[src/rtl/dmt_pkg.sv]
// Shared types and defaults for the DMT video output path.
//   rgb565_t / rgb888_t : pixel payloads as read from the frame buffer / sent to HDMI
//   fetch_state_e       : pixel-fetch state machine encoding
//   H_ACTIVE_DEF / V_ACTIVE_DEF : default active area, shared with dmt_timing_generate
package dmt_pkg;

    localparam int unsigned H_ACTIVE_DEF = 1280;
    localparam int unsigned V_ACTIVE_DEF = 720;

    typedef struct packed {
        logic [4:0] r;
        logic [5:0] g;
        logic [4:0] b;
    } rgb565_t;

    typedef struct packed {
        logic [7:0] r;
        logic [7:0] g;
        logic [7:0] b;
    } rgb888_t;

    typedef enum logic [1:0] {
        IDLE,
        ACTIVE,
        RESYNC
    } fetch_state_e;

    // MSB replication keeps full-scale inputs at full scale (0x1F -> 0xFF)
    function automatic rgb888_t rgb565_to_888(input rgb565_t p);
        rgb888_t q;
        q.r = {p.r, p.r[4:2]};
        q.g = {p.g, p.g[5:4]};
        q.b = {p.b, p.b[4:2]};
        return q;
    endfunction

endpackage

[src/rtl/dmt_sync_delay.sv]
// N-stage shift register for the {vsync, hsync, de} strobes.
//   clk, rst_n : clock, synchronous active-low reset
//   sync_in    : {vsync, hsync, de} in
//   sync_out   : sync_in delayed by N cycles
module dmt_sync_delay #(
    parameter int unsigned N = 2
) (
    input  logic       clk,
    input  logic       rst_n,
    input  logic [2:0] sync_in,
    output logic [2:0] sync_out
);

    logic [2:0] stage [N];

    always_ff @(posedge clk) begin
        if (!rst_n) begin
            for (int i = 0; i < int'(N); i++) stage[i] <= '0;
        end else begin
            stage[0] <= sync_in;
            for (int i = 1; i < int'(N); i++) stage[i] <= stage[i-1];
        end
    end

    assign sync_out = stage[N-1];

endmodule

[src/rtl/dmt_pixel_fetch.sv]
// Pops RGB565 pixels from the frame-buffer FIFO on each active pixel and emits
// RGB888 with the DMT strobes delayed to line up with the data. Tracks FIFO
// underflow and bad line lengths, and resynchronises on the next frame.
//   pixe_clk, rest_n          : pixel clock, synchronous active-low reset
//   vsycn_i, hsync_i, de_i    : timing strobes from dmt_timing_generate
//   fifo_empty, fifo_rd_en    : FIFO status / pop (data valid next cycle)
//   fifo_rdata                : RGB565 pixel
//   frame_start               : one-cycle pulse after each vsync rise
//   vsycn_o, hsync_o, de_o    : strobes delayed 2 cycles
//   rgb_o                     : RGB888, zero outside fetched pixels
//   underflow_cnt, line_err_cnt : saturating error counters
//   locked                    : fetch state is ACTIVE
//   line_cnt                  : lines seen since the last vsync rise (debug)
module dmt_pixel_fetch
    import dmt_pkg::*;
#(
    parameter  int unsigned H_ACTIVE = H_ACTIVE_DEF,
    parameter  int unsigned V_ACTIVE = V_ACTIVE_DEF,
    parameter  int unsigned ERR_W    = 16,
    localparam int unsigned Y_W      = $clog2(V_ACTIVE + 2)
) (
    input  logic             pixe_clk,
    input  logic             rest_n,
    input  logic             vsycn_i,
    input  logic             hsync_i,
    input  logic             de_i,
    input  logic             fifo_empty,
    output logic             fifo_rd_en,
    input  logic [15:0]      fifo_rdata,
    output logic             frame_start,
    output logic             vsycn_o,
    output logic             hsync_o,
    output logic             de_o,
    output logic [23:0]      rgb_o,
    output logic [ERR_W-1:0] underflow_cnt,
    output logic [ERR_W-1:0] line_err_cnt,
    output logic             locked,
    output logic [Y_W-1:0]   line_cnt
);

    // x saturates one past a full line so long lines stay distinguishable
    localparam int unsigned   X_W    = $clog2(H_ACTIVE + 2);
    localparam logic [X_W-1:0] X_LINE = X_W'(H_ACTIVE);
    localparam logic [X_W-1:0] X_MAX  = X_W'(H_ACTIVE + 1);

    fetch_state_e   state, state_nxt;
    logic           vs_q, de_q;
    logic           vs_rise_c, de_fall_c, underflow_c, line_err_c;
    logic [X_W-1:0] x;
    logic           valid_d1;
    logic [2:0]     sync_dly;

    assign vs_rise_c  = vsycn_i & ~vs_q;
    assign de_fall_c  = de_q & ~de_i;
    assign line_err_c = de_fall_c & (x != X_LINE);
    assign fifo_rd_en = de_i & ~fifo_empty & (state == ACTIVE);

    // State register
    always_ff @(posedge pixe_clk) begin
        if (!rest_n) state <= IDLE;
        else         state <= state_nxt;
    end

    // Next state; vsync rise wins over an underflow in the same cycle
    always_comb begin
        state_nxt   = state;
        underflow_c = 1'b0;
        case (state)
            IDLE: begin
                if (vs_rise_c) state_nxt = ACTIVE;
            end
            ACTIVE: begin
                if (vs_rise_c) begin
                    state_nxt = ACTIVE;
                end else if (de_i && fifo_empty) begin
                    state_nxt   = RESYNC;
                    underflow_c = 1'b1;
                end
            end
            RESYNC: begin
                if (vs_rise_c) state_nxt = ACTIVE;
            end
            default: state_nxt = IDLE;
        endcase
    end

    // Edge detect, counters and pixel datapath
    always_ff @(posedge pixe_clk) begin
        if (!rest_n) begin
            locked        <= 1'b0;
            vs_q          <= 1'b0;
            de_q          <= 1'b0;
            frame_start   <= 1'b0;
            x             <= '0;
            line_cnt      <= '0;
            underflow_cnt <= '0;
            line_err_cnt  <= '0;
            valid_d1      <= 1'b0;
            rgb_o         <= '0;
        end else begin
            locked      <= (state_nxt == ACTIVE);
            vs_q        <= vsycn_i;
            de_q        <= de_i;
            frame_start <= vs_rise_c;

            if (!de_i)           x <= '0;
            else if (x != X_MAX) x <= x + X_W'(1);

            if (vs_rise_c)
                line_cnt <= '0;
            else if (de_fall_c && (line_cnt != '1))
                line_cnt <= line_cnt + Y_W'(1);

            if (underflow_c && (underflow_cnt != '1))
                underflow_cnt <= underflow_cnt + ERR_W'(1);
            if (line_err_c && (line_err_cnt != '1))
                line_err_cnt <= line_err_cnt + ERR_W'(1);

            // Only popped pixels carry colour; skipped pixels are black
            valid_d1 <= fifo_rd_en;
            rgb_o    <= valid_d1 ? 24'(rgb565_to_888(rgb565_t'(fifo_rdata))) : 24'h0;
        end
    end

    dmt_sync_delay #(.N(2)) u_sync_delay (
        .clk      (pixe_clk),
        .rst_n    (rest_n),
        .sync_in  ({vsycn_i, hsync_i, de_i}),
        .sync_out (sync_dly)
    );

    assign {vsycn_o, hsync_o, de_o} = sync_dly;

endmodule

[config.mk]
export PLATFORM = sky130hd
export DESIGN_NAME = dmt_pixel_fetch
export DESIGN_NICKNAME = d
export VERILOG_FILES = /design/src/rtl/dmt_pkg.sv /design/src/rtl/dmt_sync_delay.sv /design/src/rtl/dmt_pixel_fetch.sv
export SDC_FILE = /design/constraint.sdc
export NUM_CORES = 1
export LEC_CHECK = 0
export ABC_AREA = 1
export CORE_MARGIN = 5
export CORE_UTILIZATION = 45
export CTS_BUF_LIST = sky130_fd_sc_hd__clkbuf_4 sky130_fd_sc_hd__clkbuf_8
export CTS_CLUSTER_DIAMETER = 120
export DETAILED_ROUTE_END_ITERATION = 16
export GPL_TIMING_DRIVEN = 0
export PLACE_DENSITY = 0.73
export SETUP_SLACK_MARGIN = 0.3
export SYNTH_ARGS = -nofsm -noshare
export SYNTH_HDL_FRONTEND = slang
export SYNTH_SLANG_ARGS = --single-unit
export TNS_END_PERCENT = 20
[constraint.sdc]
create_clock -name pixe_clk -period 2.15 [get_ports pixe_clk]
set_clock_uncertainty 0.05 [all_clocks]
set_input_delay 0.645 -clock pixe_clk [delete_from_list [all_inputs] [get_ports pixe_clk]]
set_output_delay 0.645 -clock pixe_clk [all_outputs]
set_load 0.1 [all_outputs]
==> metrics.txt <==
run status=finished clean; total routing usage reported by global routing=between 10% and 20%; WP data required=1.45 ns; syn_area_per_cell=6.857 sq um; Achievable Freq=about 510 MHz; Gate power share=between 10% and 20%; mapped cell area=3943 sq um; net count of the finished layout=708; Max-cap violations=0; number of buffers inserted during clock tree synthesis=9; antenna diode count=0; clock tree from TritonCTS=done; fraction of synthesis flops using an asynchronous set or reset pin=0%; worst-case headroom to the max-slew limit=between 60% and 70%; pre-CTS setup slack=-1.293 ns; number of filler instances in the final layout=815; slew at the pin closest to its max-slew limit=0.5745 ns; multi-input combinational cell area=approximately 2000 sq um; final setup violating endpoints=0; Final Wtd Congestion=0.8460; CTS Sinks=80; area of the core=8636 sq um; Site Rows=34; power per cell area=slightly below 600 nW/um^2; top-level I/O count=94; port bufs=92; Leakage Power=2.298 nW; part of the power in the clock network=35.1%; most frequent standard cell in the layout excluding fill and tap cells=nand2_1; maximum number of pins on one net before global-route repair=17; cell family with the largest share of critical-path delay=buffers and inverters; Warnings, synthesis=0; half-perimeter wire length after placement=7.436 mm; sw power=0.9136 mW; worst setup path category=reg -> out; Worst setup EP type=primary output; worst hold slack across all endpoints=around 0.37 ns; # H-tree levels=3; count of pins over their slew limit=0; sequential share of power=51.8%; crit path max-delay cell type=clkdlybuf4s18_2; mean number of vias per cell=4.854; area growth from synthesis to final layout=30.59%; number of vias after detailed routing=about 3800; syn_nets=603; arrival time of data at the critical path endpoint=1.25 ns; Final Total Pwr=2.969 mW; Worst IR Drop VDD=439.3 uV; clock latency reported for the late side of the worst-skew pair=0.35 ns; commonest cells after routing, fill and taps aside=nand2_1 (148), nor2_1 (97), inv_1 (74); share of the yosys chip area belonging to registers=40.62%; startpoint type of the worst setup path=flop; stage delay of the slowest cell on the critical path=between 0.5 and 0.6 ns; cts-stage hold buffer count=0; post-route minimum period=1.949 ns; setup repair after global routing missed its margin=true; top area cells in the synthesized netlist=dfxtp_1 (41%), nand2_1 (14%), nor2_1 (9.3%); number of iterations in the first detailed-routing pass=5; number of failing hold endpoints at the final stage=0; cell chain of the critical path=clkdlybuf4s18_2; share of the core filled with cells=between 50% and 60%; Synth area leader=dfxtp_1; root buffer selected by CTS=clkbuf_8; internal portion of total power=2.056 mW; number of enable flip-flop cells after synthesis=0; initial antenna violation count=0; GRT overflow=0; buffering stage count on the worst path with inverters included=1; area of the die=between 10000 and 15000 sq um; fraction of layout cells with a size suffix above 1=26.42%; CTS Buffer Depth=2; final cycle utilization of the critical path=90.66%; Die Y-Extent=103.6 um; via count of the first global-routing pass=3651; count of routing violations after the opening detailed-route iteration=108; maximum fanout count along the critical path=5; count of nets left with antenna violations after detail routing=0; Reg clk slew, reported paths=~0.090 ns; horizontal extent of the die=103.6 um; post-synth cell types=35; proportion of total power due to net switching=30.77%; post-route DRC violation count=0; area used by sequential logic in the layout=between 1500 and 2000 sq um; crit path setup slack, layout=0.2008 ns; synthesis-stage register bit count=80; Worst Hold Class=reg -> reg; DR WL/cell=roughly 12 um; aggregate routed wire length=9.742 mm; effective utilization at floorplan=45.65%; sum of negative setup slack=0 ns; dominant register cell in the synthesized netlist=dfxtp_1; Mapped Cells=575; Synth top area share=40.62%; wire length of the first global-routing pass=16.79 mm
cell families (layout without fill, tap and decap cells):
group / count (synthesis) / count (layout) / share of synthesized area, %
DFF: 80 / 80 / 40.62
AOI/OAI and AO/OA: 47 / 47 / 6.284
buffers and inverters: 95 / 205 / 10.63
and+or+nand+nor: 336 / 336 / 38.11
xor gates and xnor gates: 11 / 11 / 2.444
adders and majority gates: 6 / 6 / 1.904
what timing repair did:
| item | CTS | global route |
|---|---|---|
| buffers inserted | 0 | 2 |
| pin swaps | 1 | 1 |
| endpoints found under the hold margin | 0 | 0 |
| resized for setup | 358 | 13 |
| gates cloned | 0 | 0 |
| setup endpoints to repair | 111 | 64 |
layer usage:
layer	global-route usage (%)	part of all wire [%]	vias to the layer above	wire length [um]
met2	30.65	47	107	4563
met4	3.843	0.91	0	89
li1	-	-	1991	-
met3	4.602	5.8	10	562
met1	23.31	46	1741	4526
met5	0	0	-	0
flip-flops by register name (all words and copies together), names as in the netlist:
register,cells
line_err_cnt,16
u_sync_delay.stage,6
state,2
underflow_cnt,16
x,11
valid_d1,1
rgb_o,16
line_cnt,10
locked,1
frame_start,1
power by group through the flow:
stage	Combinational, mW	Sequential [mW]	Clock [mW]
floorplan	0.129	1.72	0
detailed placement	0.399	1.57	0
CTS	0.389	1.54	1.08
global route	0.417	1.54	1.15
finish	0.390	1.54	1.04
global placement	0.392	1.57	0
worst paths after layout:
| check | startpoint | to | slack (ns) | cells after the start |
|---|---|---|---|---|
| worst max-delay path | line_err_cnt[0] | line_err_cnt[0] | 0.20 | 1 |
| worst min-delay path | u_sync_delay.stage[0][1] | u_sync_delay.stage[0][4] | 0.37 | 2 |
| worst max register to register | underflow_cnt[0] | underflow_cnt[1] | 0.43 | 8 |
| worst min register to register | u_sync_delay.stage[0][1] | u_sync_delay.stage[0][4] | 0.37 | 2 |
metrics by stage:
stage / instances / instance area, sq um
final: 793 / 5149
after global routing: 793 / 5149
after CTS: 791 / 5129
after detailed placement: 775 / 5076
after global placement: 775 / 5076
after floorplan: 575 / 4020
layout make-up:
class                      instances  share of cell area (%)
multi-input combinational        400                   37.93
clock buffer                       9                   2.406
inverter                          79                   6.002
tap                              108                   2.625
sequential                        80                   32.22
clock inverter                     7                   1.166
buffer                            16                   2.382
timing repair buffer              94                   15.26
tightest hold or removal path, stage by stage (launching register included):
cell	delay (ns)
dfxtp_1	0.31
nand2_1	0.05
inv_1	0.04
cells in the mapped netlist, types with 7 or more instances:
master and n:
a21oi_1 32, buf_4 8, dfxtp_1 80, inv_1 77, nand2_1 149, nand3_1 32, nand4_1 10, nor2_1 98
nor2_2 15, nor3_1 7, o21ai_0 11, xor2_1 9
Note: power is estimated with default switching activity, not from simulation.
